===== config.mk =====
export PLATFORM = sky130hd
export DESIGN_NAME = uart_rx_param
export DESIGN_NICKNAME = d
export VERILOG_FILES = /design/src/rtl/uart_pkg.sv /design/src/rtl/uart_rx_sync_vote.sv /design/src/rtl/uart_rx_param.sv
export SDC_FILE = /design/constraint.sdc
export NUM_CORES = 1
export LEC_CHECK = 0
export BUFFER_PORTS_ARGS = -buffer_cell sky130_fd_sc_hd__buf_2
export CAP_MARGIN = 0
export CORE_MARGIN = 4
export CORE_UTILIZATION = 45
export DETAILED_ROUTE_END_ITERATION = 8
export GPL_TIMING_DRIVEN = 0
export PLACE_DENSITY = 0.71
export SLEW_MARGIN = 20
export SYNTH_ARGS = -nofsm -noshare
export SYNTH_HDL_FRONTEND = slang
export SYNTH_SLANG_ARGS = --single-unit

===== constraint.sdc =====
create_clock -name clk -period 2.7 [get_ports clk]
set_input_delay 0.675 -clock clk [delete_from_list [all_inputs] [get_ports clk]]
set_output_delay 0.675 -clock clk [all_outputs]
set_load 0.01 [all_outputs]

===== src/rtl/uart_pkg.sv =====
// Shared UART definitions.
// Purpose: receiver FSM state type, parity-mode encodings and the default
//          bit period for a 100 MHz clock at 9600 bps (also used by the TX side).
// Ports:   none (package).
package uart_pkg;

  // 100 MHz / 9600 bps, rounded down.
  localparam int CLKS_PER_BIT_9600_100M = 10416;

  // Parity modes.
  localparam int PAR_NONE = 0;
  localparam int PAR_ODD  = 1;
  localparam int PAR_EVEN = 2;

  // Receiver FSM states. ST_BREAK_WAIT is only reachable when break
  // detection is compiled in.
  typedef enum logic [2:0] {
    ST_IDLE       = 3'd0,
    ST_START      = 3'd1,
    ST_DATA       = 3'd2,
    ST_PARITY     = 3'd3,
    ST_STOP       = 3'd4,
    ST_BREAK_WAIT = 3'd5
  } rx_state_t;

endpackage


===== src/rtl/uart_rx_sync_vote.sv =====
// RXD input conditioning.
// Purpose: brings the asynchronous serial line into the clock domain with a
//          2-FF synchroniser, keeps a 3-bit history of the synchronised value
//          and provides a 2-of-3 majority sample plus a falling-edge strobe.
// Ports:
//   clk       in   system clock
//   rst       in   asynchronous active-high reset (flops reset to 1 = idle line)
//   i_rxd     in   raw serial line
//   o_sample  out  majority of the last three synchronised values
//   o_fall    out  synchronised line went 1 -> 0 this cycle
module uart_rx_sync_vote (
  input  logic clk,
  input  logic rst,
  input  logic i_rxd,
  output logic o_sample,
  output logic o_fall
);

  logic       r_sync1;
  logic       r_sync2;
  logic [2:0] r_hist;

  always_ff @(posedge clk or posedge rst) begin
    if (rst) begin
      r_sync1 <= 1'b1;
      r_sync2 <= 1'b1;
      r_hist  <= 3'b111;
    end else begin
      r_sync1 <= i_rxd;
      r_sync2 <= r_sync1;
      r_hist  <= {r_hist[1:0], r_sync2};
    end
  end

  assign o_sample = (r_hist[0] & r_hist[1]) |
                    (r_hist[0] & r_hist[2]) |
                    (r_hist[1] & r_hist[2]);

  // r_hist[0] holds the previous synchronised value.
  assign o_fall = r_hist[0] & ~r_sync2;

endmodule


===== src/rtl/uart_rx_param.sv =====
// Parametrised UART receiver.
// Purpose: receives frames of DATA_BITS data bits (LSB first), optional
//          odd/even parity and 1 or 2 stop bits; majority-vote sampling at
//          bit mid-points; single-word output buffer with valid/ready.
// Optional feature (macro UART_RX_BREAK_DET_EN): an all-zero frame whose first
//          stop bit is 0 is reported as a break on o_break instead of being
//          delivered, and the receiver waits for one full bit time of idle
//          line before looking for a new start bit.
// Handshake: o_rx_valid rises when a word is loaded and stays high until the
//          cycle after o_rx_valid & i_rx_ready; o_rx_data and the error flags
//          are stable while o_rx_valid is high.
// Ports:
//   clk           in   system clock
//   rst           in   asynchronous active-high reset
//   RXD           in   serial line, idle high
//   o_rx_data     out  received word
//   o_rx_valid    out  word available
//   i_rx_ready    in   consumer accepts the word
//   o_parity_err  out  parity error for the current word
//   o_frame_err   out  a stop bit of the current word was sampled 0
//   o_overrun     out  1-cycle pulse: frame dropped because the buffer was full
//   o_break       out  1-cycle pulse: break detected (0 without the feature)
module uart_rx_param
  import uart_pkg::*;
#(
  parameter int CLKS_PER_BIT = CLKS_PER_BIT_9600_100M,
  parameter int DATA_BITS    = 8,
  parameter int PARITY_MODE  = PAR_NONE,
  parameter int STOP_BITS    = 1
) (
  input  logic                 clk,
  input  logic                 rst,
  input  logic                 RXD,
  output logic [DATA_BITS-1:0] o_rx_data,
  output logic                 o_rx_valid,
  input  logic                 i_rx_ready,
  output logic                 o_parity_err,
  output logic                 o_frame_err,
  output logic                 o_overrun,
  output logic                 o_break
);

  localparam int CW = $clog2(CLKS_PER_BIT);
  localparam int IW = $clog2(DATA_BITS + 1);

  localparam logic [CW-1:0] CNT_HALF = CW'(CLKS_PER_BIT / 2 - 1);
  localparam logic [CW-1:0] CNT_FULL = CW'(CLKS_PER_BIT - 1);
  localparam logic [IW-1:0] IDX_LAST = IW'(DATA_BITS - 1);

  logic w_sample;
  logic w_fall;

  uart_rx_sync_vote u_sync (
    .clk      (clk),
    .rst      (rst),
    .i_rxd    (RXD),
    .o_sample (w_sample),
    .o_fall   (w_fall)
  );

  rx_state_t              r_state,     w_state_n;
  logic [CW-1:0]          r_cnt,       w_cnt_n;
  logic [IW-1:0]          r_idx,       w_idx_n;
  logic [DATA_BITS-1:0]   r_shift,     w_shift_n;
  logic                   r_par_err,   w_par_err_n;
  logic                   r_frame_err, w_frame_err_n;
  logic                   r_stop_idx,  w_stop_idx_n;
  logic                   w_deliver;
  logic                   w_last_stop;
  logic                   w_par_xor;

  logic [DATA_BITS-1:0]   r_rx_data;
  logic                   r_rx_valid;
  logic                   r_out_perr;
  logic                   r_out_ferr;
  logic                   r_overrun;

`ifdef UART_RX_BREAK_DET_EN
  logic                   r_par_bit,   w_par_bit_n;
  logic                   w_break;
  logic                   r_break;
`endif

  assign w_last_stop = (STOP_BITS == 1) ? 1'b1 : r_stop_idx;
  // Even parity over data plus parity bit: 0 for a good even frame, 1 for odd.
  assign w_par_xor   = (^r_shift) ^ w_sample;

  // Receiver state register and frame datapath.
  always_ff @(posedge clk or posedge rst) begin
    if (rst) begin
      r_state     <= ST_IDLE;
      r_cnt       <= '0;
      r_idx       <= '0;
      r_shift     <= '0;
      r_par_err   <= 1'b0;
      r_frame_err <= 1'b0;
      r_stop_idx  <= 1'b0;
`ifdef UART_RX_BREAK_DET_EN
      r_par_bit   <= 1'b0;
`endif
    end else begin
      r_state     <= w_state_n;
      r_cnt       <= w_cnt_n;
      r_idx       <= w_idx_n;
      r_shift     <= w_shift_n;
      r_par_err   <= w_par_err_n;
      r_frame_err <= w_frame_err_n;
      r_stop_idx  <= w_stop_idx_n;
`ifdef UART_RX_BREAK_DET_EN
      r_par_bit   <= w_par_bit_n;
`endif
    end
  end

  always_comb begin
    w_state_n     = r_state;
    w_cnt_n       = r_cnt + 1'b1;
    w_idx_n       = r_idx;
    w_shift_n     = r_shift;
    w_par_err_n   = r_par_err;
    w_frame_err_n = r_frame_err;
    w_stop_idx_n  = r_stop_idx;
    w_deliver     = 1'b0;
`ifdef UART_RX_BREAK_DET_EN
    w_par_bit_n   = r_par_bit;
    w_break       = 1'b0;
`endif

    case (r_state)
      ST_IDLE: begin
        w_cnt_n = '0;
        // Only an edge starts a frame; a line stuck low is ignored.
        if (w_fall) begin
          w_state_n = ST_START;
        end
      end

      ST_START: begin
        if (r_cnt == CNT_HALF) begin
          w_cnt_n = '0;
          if (!w_sample) begin
            w_state_n     = ST_DATA;
            w_idx_n       = '0;
            w_par_err_n   = 1'b0;
            w_frame_err_n = 1'b0;
            w_stop_idx_n  = 1'b0;
`ifdef UART_RX_BREAK_DET_EN
            w_par_bit_n   = 1'b0;
`endif
          end else begin
            // Start bit did not hold for half a bit: noise.
            w_state_n = ST_IDLE;
          end
        end
      end

      ST_DATA: begin
        if (r_cnt == CNT_FULL) begin
          w_cnt_n   = '0;
          w_shift_n = {w_sample, r_shift[DATA_BITS-1:1]};
          w_idx_n   = r_idx + 1'b1;
          if (r_idx == IDX_LAST) begin
            w_state_n = (PARITY_MODE != PAR_NONE) ? ST_PARITY : ST_STOP;
          end
        end
      end

      ST_PARITY: begin
        if (r_cnt == CNT_FULL) begin
          w_cnt_n     = '0;
          w_state_n   = ST_STOP;
          w_par_err_n = (PARITY_MODE == PAR_ODD) ? (w_par_xor != 1'b1)
                                                 : (w_par_xor != 1'b0);
`ifdef UART_RX_BREAK_DET_EN
          w_par_bit_n = w_sample;
`endif
        end
      end

      ST_STOP: begin
        if (r_cnt == CNT_FULL) begin
          w_cnt_n       = '0;
          w_frame_err_n = r_frame_err | ~w_sample;
`ifdef UART_RX_BREAK_DET_EN
          if (!r_stop_idx && !w_sample && (r_shift == '0) && !r_par_bit) begin
            w_break   = 1'b1;
            w_state_n = ST_BREAK_WAIT;
          end else
`endif
          if (w_last_stop) begin
            // Deliver at the stop mid-point so a following start edge is seen.
            w_deliver = 1'b1;
            w_state_n = ST_IDLE;
          end else begin
            w_stop_idx_n = 1'b1;
          end
        end
      end

`ifdef UART_RX_BREAK_DET_EN
      ST_BREAK_WAIT: begin
        // Need CLKS_PER_BIT consecutive high samples before re-arming.
        if (!w_sample) begin
          w_cnt_n = '0;
        end else if (r_cnt == CNT_FULL) begin
          w_cnt_n   = '0;
          w_state_n = ST_IDLE;
        end
      end
`endif

      default: begin
        w_state_n = ST_IDLE;
        w_cnt_n   = '0;
      end
    endcase
  end

  // Output buffer. A new word may overwrite the buffer in the same cycle the
  // old one is accepted; otherwise a full buffer drops the new frame.
  always_ff @(posedge clk or posedge rst) begin
    if (rst) begin
      r_rx_data  <= '0;
      r_rx_valid <= 1'b0;
      r_out_perr <= 1'b0;
      r_out_ferr <= 1'b0;
      r_overrun  <= 1'b0;
    end else begin
      r_overrun <= 1'b0;
      if (w_deliver) begin
        if (!r_rx_valid || i_rx_ready) begin
          r_rx_data  <= r_shift;
          r_out_perr <= r_par_err;
          r_out_ferr <= w_frame_err_n;
          r_rx_valid <= 1'b1;
        end else begin
          r_overrun <= 1'b1;
        end
      end else if (r_rx_valid && i_rx_ready) begin
        r_rx_valid <= 1'b0;
      end
    end
  end

`ifdef UART_RX_BREAK_DET_EN
  always_ff @(posedge clk or posedge rst) begin
    if (rst) begin
      r_break <= 1'b0;
    end else begin
      r_break <= w_break;
    end
  end
  assign o_break = r_break;
`else
  assign o_break = 1'b0;
`endif

  assign o_rx_data    = r_rx_data;
  assign o_rx_valid   = r_rx_valid;
  assign o_parity_err = r_out_perr;
  assign o_frame_err  = r_out_ferr;
  assign o_overrun    = r_overrun;

endmodule

==> results.rst <==
.. list-table::
   :header-rows: 1

   * - Metric
     - Value
   * - Wire length of the first global-routing pass
     - 6699 um
   * - Starting density of the core
     - 0.4670
   * - Number of inserted diodes
     - 0
   * - Number of cell rows
     - 25
   * - HP Class
     - reg2reg
   * - Final wirelength
     - 3762 um
   * - Die Ht
     - 78.02 um
   * - DP Cell Count
     - 286
   * - Placer Congestion
     - 0.7682
   * - Worst Hold Endpoint
     - u_sync.r_sync2
   * - Pin count of the biggest net entering global routing
     - 29
   * - Area of placed instances
     - 2392 um2
   * - Detailed Route Iter0 Violations
     - 71
   * - Synth cell count leaders
     - 43 x sky130_fd_sc_hd__dfrtp_1, 32 x sky130_fd_sc_hd__nand2_1, 22 x sky130_fd_sc_hd__nor2_1, 14 x sky130_fd_sc_hd__xnor2_1, 8 x sky130_fd_sc_hd__mux2_1
   * - CTS-repair resized insts
     - 0
   * - Synthesized Nets
     - 210
   * - Area share of the largest cell type after synthesis
     - 0.4878
   * - Post-CTS Repair Setup Buffers
     - 0
   * - Most instantiated flip-flop cell in the synthesis netlist
     - sky130_fd_sc_hd__dfrtp_1
   * - Buffers from clock root to sink, at most
     - 2
   * - Antenna-violating nets left
     - 0
   * - Number of enable flip-flop cells after synthesis
     - 0
   * - Status
     - finished, final reports clean
   * - Mapped cell area
     - 2206 um2
   * - Final sum of negative setup slack
     - 0 ps
   * - Dpl hpwl
     - 2679 um
   * - Worst r2r dst
     - r_cnt[6]
   * - Hold buffer count at cts
     - 0
   * - Count of warnings emitted by yosys
     - 0
   * - Count of port buffers added during placement
     - 15
   * - Vias in the first global route
     - 1393
   * - Post-synthesis cell type count
     - 41
   * - Post-synthesis area per instance
     - 10.87 um2
   * - Post-detailed-route DRC marker count
     - 0
   * - P&R area growth vs syn
     - 12.31%
   * - Number of antenna violations at the first check in global routing
     - 0
   * - Final period util
     - 0.7937
   * - Clock latency on the worst-skew pair
     - 300 ps
   * - Skew final
     - 12.09 ps
   * - Max-cap violation count
     - 0
   * - Number of H-tree branching levels
     - 2
   * - Horiz. Die Dim
     - 78.02 um
   * - Place WS
     - 561.7 ps
   * - Biggest area contributors in the synthesized netlist
     - sky130_fd_sc_hd__dfrtp_1 49%, sky130_fd_sc_hd__dfstp_2 6.0%, sky130_fd_sc_hd__xnor2_1 5.6%, sky130_fd_sc_hd__nand2_1 5.4%, sky130_fd_sc_hd__mux2_1 4.1%
   * - Internal reg-to-reg setup slack
     - 560 ps
   * - Fraction of final layout cells with drive strength greater than 1
     - 0.1762
   * - Number of clock buffers inserted by TritonCTS
     - 5
   * - Setup Crit Path Kind
     - reg2reg
   * - Start of the worst register-to-register path
     - r_cnt[0]
   * - Post-layout total power
     - 0.001483 W
   * - Data arrival time of the worst path
     - 2330 ps
   * - Power density cells
     - 598.7 nW/um2
   * - Final net count
     - 233
   * - Final routed wire length divided by cell count
     - 12.80 um
   * - Library cell occupying the most area in the post-synthesis netlist
     - sky130_fd_sc_hd__dfrtp_1
   * - Total count of hold-check failures in the final report
     - 0
   * - Area enclosed by the die boundary
     - 6086 um2
   * - Cell count of the worst hold path
     - 0
   * - Core area
     - 4723 um2
   * - CTS clk-pin slew, worst paths
     - 80 ps
   * - Count of cells along the worst register-to-register path
     - 6
   * - Kind of end point of the critical path
     - register
   * - Total global-route track usage
     - 0.1404
   * - Average via count per standard cell
     - 4.952
   * - Relative slew slack
     - 0.5733
   * - Slew at the pin with the worst max-slew slack
     - 640.1 ps
   * - Final setup margin
     - 557.0 ps
   * - Clock root buffer
     - sky130_fd_sc_hd__clkbuf_8
   * - Cell area after layout
     - 2477 um2
   * - RSZ-0062 raised after global routing
     - no
   * - Final Non-Filler Cells
     - 294
   * - Critical path fanouts, max
     - 10
   * - Post-synth ARST share
     - 1.000
   * - Filler Cell Count
     - 418
   * - First-pass iteration count of the detailed router
     - 4
   * - Max-slew violations
     - 0
   * - Mapped Cells
     - 203
   * - Startpoint type of the worst setup path
     - register
   * - Number of top-level pins
     - 17
   * - IR drop worst, VDD
     - 0.3745 mV
   * - Standby leakage power
     - 1.238 nW
   * - Cell with the most instances after synthesis
     - sky130_fd_sc_hd__dfrtp_1
   * - Aggregate global routing overflow
     - 0
   * - Total via count in the routed design
     - 1456
   * - Max Clk Rate
     - 0.4666 GHz
   * - Final min period
     - 2143 ps
   * - Final setup fails
     - 0
   * - Sinks on the clock net
     - 48
   * - Worst hold start
     - u_sync.r_sync1
   * - #FFs+latches synth
     - 48
   * - CTS tree
     - built
   * - Seq/Total Area, Yosys
     - 0.5474
   * - Crit path required time
     - 2880 ps
## area by class of cell
cell class,count,area (um2),area share
sequential,48,1207,0.4874
buffer,6,41.29,0.01667
inverter,6,22.52,0.009091
timing repair buffer,16,102.6,0.04141
tap,67,83.83,0.03384
clock inverter,2,12.51,0.005050
multi-input combinational,143,934.6,0.3773
clock buffer,6,72.57,0.02929
## where the power goes
group | switching [W] | internal [W]
clock | 0.000230 | 0.000181
sequential | 0.0000417 | 0.000761
combinational | 0.000170 | 0.0000994
## worst max-delay path, cell delays in order, from the launching register on
cell and delay [ps]:
sky130_fd_sc_hd__dfrtp_1 420, sky130_fd_sc_hd__ha_1 190, sky130_fd_sc_hd__nor4bb_1 300, sky130_fd_sc_hd__nand4_1 150, sky130_fd_sc_hd__a22oi_1 570, sky130_fd_sc_hd__buf_2 330
sky130_fd_sc_hd__nor2_1 70
## routing by layer
metal,vias to the layer above,routed length (um),GRT usage
li1,733,-,-
met1,694,1966,0.2015
met2,23,1600,0.2012
met3,6,115,0.03440
met4,0,79,0.06294
met5,-,0,0
## cells in the final DEF (no fill, tap or decap), types with 4 or more instances in the layout
| master | instances |
|---|---|
| sky130_fd_sc_hd__dfrtp_1 | 43 |
| sky130_fd_sc_hd__nand2_1 | 32 |
| sky130_fd_sc_hd__nor2_1 | 22 |
| sky130_fd_sc_hd__buf_2 | 18 |
| sky130_fd_sc_hd__xnor2_1 | 14 |
| sky130_fd_sc_hd__mux2_1 | 8 |
| sky130_fd_sc_hd__and3_1 | 7 |
| sky130_fd_sc_hd__nand3_1 | 7 |
| sky130_fd_sc_hd__xor2_1 | 6 |
| sky130_fd_sc_hd__inv_1 | 5 |
| sky130_fd_sc_hd__clkbuf_8 | 5 |
| sky130_fd_sc_hd__dfstp_2 | 5 |
| sky130_fd_sc_hd__nand4_1 | 4 |
| sky130_fd_sc_hd__o21ai_0 | 4 |
## worst max path at each step
stage | startpoint | endpoint | slack [ps] | cells past startpoint
floorplan | r_cnt[0] | o_parity_err | 820 | 7
finish | r_cnt[0] | r_cnt[6] | 560 | 6
global placement | rst | o_rx_data[7] | 270 | 2
CTS | r_cnt[0] | r_cnt[6] | 560 | 6
global route | r_cnt[0] | r_cnt[7] | 420 | 6
detailed placement | r_cnt[0] | r_cnt[11] | 560 | 6
## metrics by stage
step / hold slack [ps] / util
5_1_grt: 367.1 / 0.5245
2_1_floorplan: 345.2 / -
3_3_place_gp: 347.5 / 0.5007
3_5_place_dp: 348.7 / 0.5065
6_report: 359.7 / 0.5245
4_1_cts: 360.9 / 0.5245
## cell families (layout without fill, tap and decap cells)
kind of cell | count (synthesis) | count (layout) | synth area share
AOI/OAI and AO/OA | 16 | 16 | 0.05219
buffers and inverters | 12 | 36 | 0.02892
muxes | 10 | 10 | 0.05105
other | 1 | 1 | 0.001700
DFF | 48 | 48 | 0.5474
and+or+nand+nor | 92 | 92 | 0.2178
adders and majority gates | 4 | 4 | 0.02156
xor gates and xnor gates | 20 | 20 | 0.07941
## flip-flops by register name, indices dropped and copies added (netlist names), 3 cells and up
signal / flops
r_cnt: 14
o_rx_data: 8
r_shift: 8
r_idx: 4
r_state: 3
u_sync.r_hist: 3
(Power assumes the default switching activity.)
